$ cat src/rtl/seg_pkg.sv
// seg_pkg: shared seven-segment pattern table and display codes for the encoder and reader sides.
package seg_pkg;
   localparam logic [4:0] CODE_BLANK   = 5'h10;
   localparam logic [4:0] CODE_DASH    = 5'h11;
   localparam logic [4:0] CODE_INVALID = 5'h1F;
   localparam logic [6:0] PAT_0 = 7'h40;
   localparam logic [6:0] PAT_1 = 7'h79;
   localparam logic [6:0] PAT_2 = 7'h24;
   localparam logic [6:0] PAT_3 = 7'h30;
   localparam logic [6:0] PAT_4 = 7'h19;
   localparam logic [6:0] PAT_5 = 7'h12;
   localparam logic [6:0] PAT_6 = 7'h02;
   localparam logic [6:0] PAT_7 = 7'h78;
   localparam logic [6:0] PAT_8 = 7'h00;
   localparam logic [6:0] PAT_9 = 7'h10;
   localparam logic [6:0] PAT_A = 7'h08;
   localparam logic [6:0] PAT_B = 7'h03;
   localparam logic [6:0] PAT_C = 7'h46;
   localparam logic [6:0] PAT_D = 7'h21;
   localparam logic [6:0] PAT_E = 7'h06;
   localparam logic [6:0] PAT_F = 7'h0E;
   localparam logic [6:0] PAT_BLANK = 7'h7F;
   localparam logic [6:0] PAT_DASH  = 7'h3F;
   // Hex digit i occupies bits [7i+6:7i].
   localparam logic [111:0] HEX_PATS = {PAT_F, PAT_E, PAT_D, PAT_C, PAT_B, PAT_A, PAT_9, PAT_8,
                                        PAT_7, PAT_6, PAT_5, PAT_4, PAT_3, PAT_2, PAT_1, PAT_0};
endpackage

$ cat src/rtl/seg_pattern_decode.sv
// seg_pattern_decode: maps an active-low gfedcba pattern to its display code, flagging unknown patterns.
module seg_pattern_decode
   import seg_pkg::*;
(
   input  logic [6:0] pat,
   output logic [4:0] code,
   output logic       invalid
);
   always_comb begin
      code = CODE_INVALID;
      invalid = 1'b1;
      for (int i = 0; i < 16; i++)
         if (pat == HEX_PATS[7*i +: 7]) begin
            code = 5'(i);
            invalid = 1'b0;
         end
      if (pat == PAT_BLANK) begin
         code = CODE_BLANK;
         invalid = 1'b0;
      end
      if (pat == PAT_DASH) begin
         code = CODE_DASH;
         invalid = 1'b0;
      end
   end
endmodule

$ cat src/rtl/seg_scan_reader.sv
// seg_scan_reader: samples a multiplexed seven-segment bus and recovers per-digit codes and full frames.
module seg_scan_reader
   import seg_pkg::*;
#(
   parameter int NUM_DIGITS    = 4,
   parameter int STABLE_CYCLES = 4
) (
   input  logic                    clk,
   input  logic                    rst,
   input  logic [6:0]              seg_in,
   input  logic [NUM_DIGITS-1:0]   dig_sel,
   input  logic                    err_clr,
   output logic                    code_valid,
   output logic [4:0]              code_out,
   output logic [2:0]              digit_idx,
   output logic                    frame_done,
   output logic [5*NUM_DIGITS-1:0] digits_out,
   output logic                    err_invalid
);
   localparam int CW = $clog2(STABLE_CYCLES + 1);
   localparam int FW = 5 * NUM_DIGITS;
   logic [6:0] seg_m_q, seg_m_d, seg_s_q, seg_s_d;
   logic [NUM_DIGITS-1:0] dig_m_q, dig_m_d, dig_s_q, dig_s_d, seen_q, seen_d;
   logic [NUM_DIGITS+6:0] prev_q, prev_d;
   logic [CW-1:0] cnt_q, cnt_d;
   logic code_valid_q, code_valid_d, frame_done_q, frame_done_d, err_q, err_d;
   logic [4:0] code_out_q, code_out_d, pat_code;
   logic [2:0] digit_idx_q, digit_idx_d, idx;
   logic [FW-1:0] frame_q, frame_d, digits_out_q, digits_out_d;
   logic pat_inv, same, onehot, cap;
   seg_pattern_decode u_dec (.pat(seg_s_q), .code(pat_code), .invalid(pat_inv));
   always_comb begin
      seg_m_d = seg_in;
      seg_s_d = seg_m_q;
      dig_m_d = dig_sel;
      dig_s_d = dig_m_q;
      prev_d = {dig_s_q, seg_s_q};
      same = prev_d == prev_q;
      cnt_d = !same ? '0 : (cnt_q == CW'(STABLE_CYCLES)) ? cnt_q : cnt_q + CW'(1);
      onehot = (dig_s_q != '0) && ((dig_s_q & (dig_s_q - 1'b1)) == '0);
      // Only the single edge where the count reaches saturation captures, so a held value fires once.
      cap = same && (cnt_q == CW'(STABLE_CYCLES - 1)) && onehot;
      idx = '0;
      frame_d = frame_q;
      for (int i = 0; i < NUM_DIGITS; i++)
         if (dig_s_q[i]) begin
            idx = 3'(i);
            if (cap) frame_d[5*i +: 5] = pat_code;
         end
      seen_d = cap ? (seen_q | dig_s_q) : seen_q;
      frame_done_d = cap && (&seen_d);
      digits_out_d = frame_done_d ? frame_d : digits_out_q;
      seen_d = frame_done_d ? '0 : seen_d;
      code_valid_d = cap;
      code_out_d = cap ? pat_code : code_out_q;
      digit_idx_d = cap ? idx : digit_idx_q;
      err_d = (cap && pat_inv) ? 1'b1 : err_clr ? 1'b0 : err_q;
   end
   always_ff @(posedge clk or posedge rst)
      if (rst) begin
         seg_m_q <= '0;
         seg_s_q <= '0;
         dig_m_q <= '0;
         dig_s_q <= '0;
         prev_q <= '0;
         cnt_q <= '0;
         seen_q <= '0;
         code_valid_q <= 1'b0;
         code_out_q <= '0;
         digit_idx_q <= '0;
         frame_done_q <= 1'b0;
         frame_q <= {NUM_DIGITS{CODE_BLANK}};
         digits_out_q <= {NUM_DIGITS{CODE_BLANK}};
         err_q <= 1'b0;
      end else begin
         seg_m_q <= seg_m_d;
         seg_s_q <= seg_s_d;
         dig_m_q <= dig_m_d;
         dig_s_q <= dig_s_d;
         prev_q <= prev_d;
         cnt_q <= cnt_d;
         seen_q <= seen_d;
         code_valid_q <= code_valid_d;
         code_out_q <= code_out_d;
         digit_idx_q <= digit_idx_d;
         frame_done_q <= frame_done_d;
         frame_q <= frame_d;
         digits_out_q <= digits_out_d;
         err_q <= err_d;
      end
   assign code_valid = code_valid_q;
   assign code_out = code_out_q;
   assign digit_idx = digit_idx_q;
   assign frame_done = frame_done_q;
   assign digits_out = digits_out_q;
   assign err_invalid = err_q;
endmodule

$ cat config.mk
export PLATFORM = sky130hd
export DESIGN_NAME = seg_scan_reader
export DESIGN_NICKNAME = d
export VERILOG_FILES = /design/src/rtl/seg_pkg.sv /design/src/rtl/seg_pattern_decode.sv /design/src/rtl/seg_scan_reader.sv
export SDC_FILE = /design/constraint.sdc
export NUM_CORES = 1
export LEC_CHECK = 0
export ABC_CLOCK_PERIOD_IN_PS = 2500
export CAP_MARGIN = 20
export CORE_MARGIN = 3
export CORE_UTILIZATION = 25
export CTS_BUF_LIST = sky130_fd_sc_hd__clkbuf_16
export CTS_CLUSTER_DIAMETER = 50
export DETAILED_ROUTE_END_ITERATION = 7
export SLEW_MARGIN = 15
export SYNTH_ARGS = -nofsm -noshare
export SYNTH_HDL_FRONTEND = slang
export SYNTH_SLANG_ARGS = --single-unit
$ cat constraint.sdc
create_clock -name clk -period 2.5 [get_ports clk]
set_clock_uncertainty 0.15 [all_clocks]
set_input_delay 0.25 -clock clk [delete_from_list [all_inputs] [get_ports clk]]
set_output_delay 0.25 -clock clk [all_outputs]
set_load 0.01 [all_outputs]
==> flow_summary.json, run 1 <==
{
  "status": "complete, no violations",
  "cts_sinks": 90,
  "port_buffers": 43,
  "placeableCoreArea_sq_um": 15400,
  "stdcell_area_sq_um": 5170,
  "clk_pin_slew_worst_paths_ps": 60,
  "grt.total_usage_pct": 11.0,
  "period_share_pct": 96.4,
  "synth_cells": 352,
  "max_cap_violations": 0,
  "drive_gt1_share_pct": 21.3,
  "critPathCaptureType": "flop",
  "vdd_ir_drop_max_mv": 0.286,
  "insertion_delay_ps": 330,
  "via_count": 2910,
  "max-slew-margin-rel_pct": 63.5,
  "p_int_mw": 2.35,
  "grt_pass1_wl_mm": 15.5,
  "syn_to_final_growth_pct": 30.2,
  "syn_nets": 369,
  "ys_seq_area_share_pct": 56.9,
  "cp_max_fo": 7,
  "root_buffer": "clkbuf_16",
  "period_needed_ps": 2410,
  "post_cts_buffers": 0,
  "clock_tree.buffer_depth": 2,
  "powerDensity_nw_per_um2": 588,
  "worstMarginPinSlew_ps": 546,
  "netSwitchingFraction_pct": 22.8,
  "pwr-share-comb_pct": 6.6,
  "r2r_cells": 6,
  "grt_pass1_vias": 2975,
  "switchingPower_mw": 0.692,
  "wire_per_inst_um": 14.5,
  "maxSlewViolCount": 0,
  "rrSetupSlack_ps": 90,
  "drt-total-wl_mm": 9.28,
  "n_antenna_cell": 0,
  "synth_cell_types": 55,
  "drtIter0Drc": 179,
  "std_cell_rows": 45,
  "io_pins": 45,
  "dr.pass1.iters": 4,
  "dieWidth_um": 132,
  "rsz0062_at_grt": "yes",
  "ys_warn_count": 0,
  "hold_viol_final": 0,
  "setup_tns_ps": 0,
  "nets": 440,
  "initial_core_util_pct": 25.9,
  "hold_class": "input pin to flop",
  "gp_congestion": 0.895,
  "max_freq_mhz": 415,
  "crit_type": "flop to flop",
  "clkPwrFrac_pct": 43.6,
  "synth_edf_count": 0,
  "cp.arrival_ps": 2460,
  "synth_seq_cells": 90,
  "placedInstanceArea_sq_um": 4850,
  "grt_antenna_before_repair": 0,
  "die_h_um": 132,
  "report.final.setup_viol": 0,
  "synthFlopType": "dfrtp_1",
  "drc": 0,
  "cts_buffers": 9,
  "netlist_area_sq_um": 3980,
  "dp_hpwl_mm": 6.86,
  "hold_depth": 1,
  "seq_power_share_pct": 49.9,
  "antenna_left": 0,
  "cp.required_ps": 2550,
  "cts_tree": "yes",
  "die_area_sq_um": 17400,
  "vias_per_cell": 4.55,
  "h-tree-depth": 3,
  "async_flop_share_pct": 100,
  "power.static_leakage_nw": 2.22,
  "grt_max_degree": 91,
  "syn_area_per_cell_sq_um": 11.3,
  "start_kind": "flop",
  "grt-ovfl-total": 0
}
## logic make-up after synthesis
logic type / synth area share [%]
compound gates: 11.3
xor+xnor: 5.16
fa+ha+maj: 0.944
buf+inv: 3.56
flops: 56.9
mux: 1.83
other cells: 0.0943
simple gates: 20.2
## through the flow
stage | hold slack, ps | cells | total power [mW] | setup WS, ps | utilization (%)
after floorplan | 131 | 352 | 1.67 | 189 | -
after global placement | 181 | 623 | 1.74 | -4.78 | 31.6
after detailed placement | 186 | 623 | 1.74 | -64.5 | 31.6
after CTS | 186 | 639 | 3.09 | 20.7 | 33.5
after global routing | 180 | 639 | 3.17 | -45.2 | 33.7
final | 198 | 639 | 3.04 | 89.5 | 33.7
## worst paths after layout
check	to	from
worst max-delay path	digits_out[5]	seg_s_q[5]
worst min register to register	dig_s_q[2]	dig_m_q[2]
min in group asynchronous	frame_q[6]	rst
max in group asynchronous	digits_out[9]	rst
worst min-delay path	seg_m_q[5]	seg_in[5]
worst max register to register	digits_out[5]	seg_s_q[5]
## cell usage after synthesis, drive strengths merged (3+ instances only)
| master | count | share of area [%] |
|---|---|---|
| buf | 13 | 2.0 |
| mux2 | 4 | 1.3 |
| nand4b | 5 | 1.1 |
| nor4 | 7 | 1.5 |
| a211oi | 4 | 1.0 |
| clkbuf | 6 | 0.57 |
| dfrtp | 82 | 52 |
| nand3b | 4 | 0.76 |
| or4 | 4 | 0.85 |
| nor2 | 27 | 3.0 |
| a21oi | 23 | 2.9 |
| nor3 | 4 | 0.50 |
| nand4 | 9 | 2.0 |
| o21ai | 14 | 1.8 |
| nor4b | 4 | 1.6 |
| a2111oi | 4 | 1.0 |
| inv | 10 | 0.94 |
| xnor2 | 12 | 4.7 |
| ha | 3 | 0.94 |
| dfstp | 8 | 5.3 |
| o32ai | 3 | 0.66 |
| or3 | 6 | 0.94 |
| nand2 | 46 | 4.3 |
| a31oi | 12 | 1.9 |
| o31ai | 4 | 0.76 |
| nand3 | 11 | 1.4 |
| o22ai | 3 | 0.47 |
## power by group through the flow
stage,registers (mW),clock network [mW],logic [mW]
4_1_cts,1.52,1.37,0.200
3_3_place_gp,1.54,0,0.197
3_5_place_dp,1.54,0,0.199
5_1_grt,1.52,1.43,0.221
2_1_floorplan,1.53,0,0.140
6_report,1.52,1.33,0.200
## per-layer routing
| layer | part of all wire, % | track usage (%) | vias up |
|---|---|---|---|
| met5 | 0 | 0 | - |
| met4 | 1.5 | 3.15 | 0 |
| met3 | 6.3 | 3.51 | 13 |
| met2 | 46 | 16.8 | 87 |
| met1 | 47 | 15.0 | 1400 |
| li1 | - | - | 1410 |
## placed cells by master, fill, tap and decap left out, drive strengths merged, types with 3 or more instances in the layout
cell type,n
nand4b,5
nand3,11
a21oi,23
inv,12
dfrtp,82
clkinv,3
nor3,4
or4,4
ha,3
o21ai,14
dfstp,8
a2111oi,4
o31ai,4
nor2,27
o32ai,3
a211oi,4
nand3b,4
mux2,4
clkdlybuf4s50,43
a31oi,12
xnor2,12
nor4b,4
nand4,9
clkbuf,9
nor4,7
nand2,46
buf,36
o22ai,3
or3,6
## timing repair
action | CTS | global route
hold buffers | 0 | 0
resized for setup | 1 | 7
setup endpoints to repair | 3 | 23
## worst max-delay path: stages, from the launching register on
cell,delay (ps)
dfrtp_1,390
xnor2_1,290
nand4_4,200
buf_4,210
or3_1,460
a2111oi_1,470
o31ai_1,110
## area by class of cell
class / instances / area (sq um)
Clock buffer: 9 / 225
Clock inverter: 7 / 68.8
Fill cell: 1555 / 10200
Inverter: 10 / 41.3
Multi-Input combinational cell: 233 / 1600
Sequential cell: 90 / 2270
Tap cell: 211 / 264
Timing Repair Buffer: 79 / 713
## sequential cells by signal, summed over array words and instances, names as in the netlist
register and count:
code_valid 1, frame_done 1, dig_s_q 4, seg_m_q 7, frame_q 20, cnt_q 3
seg_s_q 7, seen_q 4, digits_out 20, code_out 5, prev_q 11, dig_m_q 4
err_invalid 1, digit_idx 2
Note: power is estimated with default switching activity, not from simulation.
==> run 2, diff against run 1 <==
--- a/config.mk
+++ b/config.mk
@@ -7,7 +7,6 @@
 export LEC_CHECK = 0
 export ABC_CLOCK_PERIOD_IN_PS = 2500
 export CAP_MARGIN = 20
-export CORE_MARGIN = 3
 export CORE_UTILIZATION = 25
 export CTS_BUF_LIST = sky130_fd_sc_hd__clkbuf_16
 export CTS_CLUSTER_DIAMETER = 50
==> flow_summary.json, run 2 (synthesized netlist as in run 1, its figures left out) <==
{
  "layout_common_cells": "dfrtp_1 (80), nand2_1 (46), buf_4 (46), clkdlybuf4s50_1 (43), nor2_1 (26)",
  "placeableCoreArea_sq_um": 15400,
  "worstMarginPinSlew_ps": 633,
  "cp_max_fo": 8,
  "cp.arrival_ps": 2480,
  "io_pins": 45,
  "final_common_cell": "dfrtp_1",
  "vias_per_cell": 4.58,
  "root_buffer": "clkbuf_16",
  "p_total_mw": 3.02,
  "start_kind": "flop",
  "cts_sinks": 90,
  "via_count": 2975,
  "crit_type": "flop to flop",
  "nets": 451,
  "dp_hpwl_mm": 7.06,
  "rrSetupSlack_ps": 90,
  "period_needed_ps": 2410,
  "hold_viol_final": 0,
  "hold_class": "input pin to async pin",
  "hold_buffers": 0,
  "maxSlewViolCount": 0,
  "syn_to_final_growth_pct": 32.7,
  "cp_slowest_cell": "or4_4",
  "placedInstanceArea_sq_um": 4930,
  "clock_tree.buffer_depth": 2,
  "status": "complete, no violations",
  "die_area_sq_um": 16400,
  "r2r_cells": 5,
  "grt_antenna_before_repair": 0,
  "die_h_um": 128,
  "drc": 0,
  "post_cts_buffers": 0,
  "period_share_pct": 96.4,
  "clk_pin_slew_worst_paths_ps": 60,
  "drt-total-wl_mm": 9.53,
  "max_stage_delay_ps": 630,
  "critPathCaptureType": "flop",
  "critPathBufInv": 0,
  "std_cell_rows": 45,
  "cts_tree": "yes",
  "grt_pass1_wl_mm": 15.6,
  "drive_gt1_share_pct": 23.7,
  "wire_per_inst_um": 14.7,
  "insertion_delay_ps": 350,
  "rr_endpoint": "digits_out[1]",
  "max_freq_mhz": 415,
  "grt_max_degree": 38,
  "report.final.setup_viol": 0,
  "power.static_leakage_nw": 2.26,
  "dr.pass1.iters": 4,
  "whs_ps": 133,
  "h-tree-depth": 3,
  "vdd_ir_drop_max_mv": 0.327,
  "worstPathCellList": "xnor2_2, nand4_2, or4_4, mux2_4, mux2_4",
  "grt-ovfl-total": 0,
  "fin_cells": 650,
  "dp_cells": 634,
  "max_cap_violations": 0,
  "cp_common_cell": "mux2_4",
  "initial_core_util_pct": 25.9,
  "port_buffers": 43,
  "dieWidth_um": 128,
  "cp.required_ps": 2570,
  "powerDensity_nw_per_um2": 573,
  "crit_family": "simple AND/OR/NAND/NOR gates",
  "stdcell_area_sq_um": 5280,
  "reg2reg_from": "seg_s_q[4]",
  "max-slew-margin-rel_pct": 57.7,
  "ctsResizeCount": 0,
  "cts_buffers": 9,
  "drtIter0Drc": 132,
  "n_antenna_cell": 0,
  "grt.total_usage_pct": 12.6,
  "grt_pass1_vias": 2940,
  "gp_congestion": 0.848,
  "antenna_left": 0,
  "setup_tns_ps": 0
}
==> run 2: metal layers <==
metal | GRT usage (%) | vias up | wire length (um)
met4 | 5.81 | 0 | 126
met2 | 19.0 | 60 | 4390
li1 | - | 1438 | -
met3 | 3.42 | 6 | 319
met1 | 16.8 | 1471 | 4690
met5 | 0 | - | 0
==> run 2: through the flow <==
stage / setup WS [ps] / utilization [%]
floorplan: 189 / -
global placement: 37.9 / 32.1
detailed placement: 41.2 / 32.1
CTS: 9.30 / 34.0
global route: -11.7 / 34.3
finish: 89.1 / 34.3
==> run 2: area by class of cell <==
cell class,instances,area (sq um)
inverter,10,41.3
timing repair buffer,90,796
tap,211,264
clock inverter,7,61.3
multi-input combinational,233,1620
clock buffer,9,225
sequential,90,2260
fill,1531,10100
==> run 2: where the power goes <==
group | leakage (nW) | switching (mW) | internal, mW | total [mW]
clock | 0.138 | 0.531 | 0.761 | 1.29
sequential | 1.15 | 0.0289 | 1.48 | 1.51
combinational | 0.967 | 0.117 | 0.0992 | 0.216
==> run 2: how the worst max path moves through the flow <==
| stage | to | from | depth (start not counted) |
|---|---|---|---|
| 2_1_floorplan | digits_out[16] | dig_s_q[0] | 7 |
| 3_3_place_gp | frame_q[11] | seg_s_q[4] | 8 |
| 3_5_place_dp | digits_out[5] | seg_s_q[3] | 6 |
| 4_1_cts | frame_q[11] | seg_s_q[4] | 8 |
| 5_1_grt | digits_out[5] | seg_s_q[4] | 6 |
| 6_report | digits_out[1] | seg_s_q[4] | 5 |
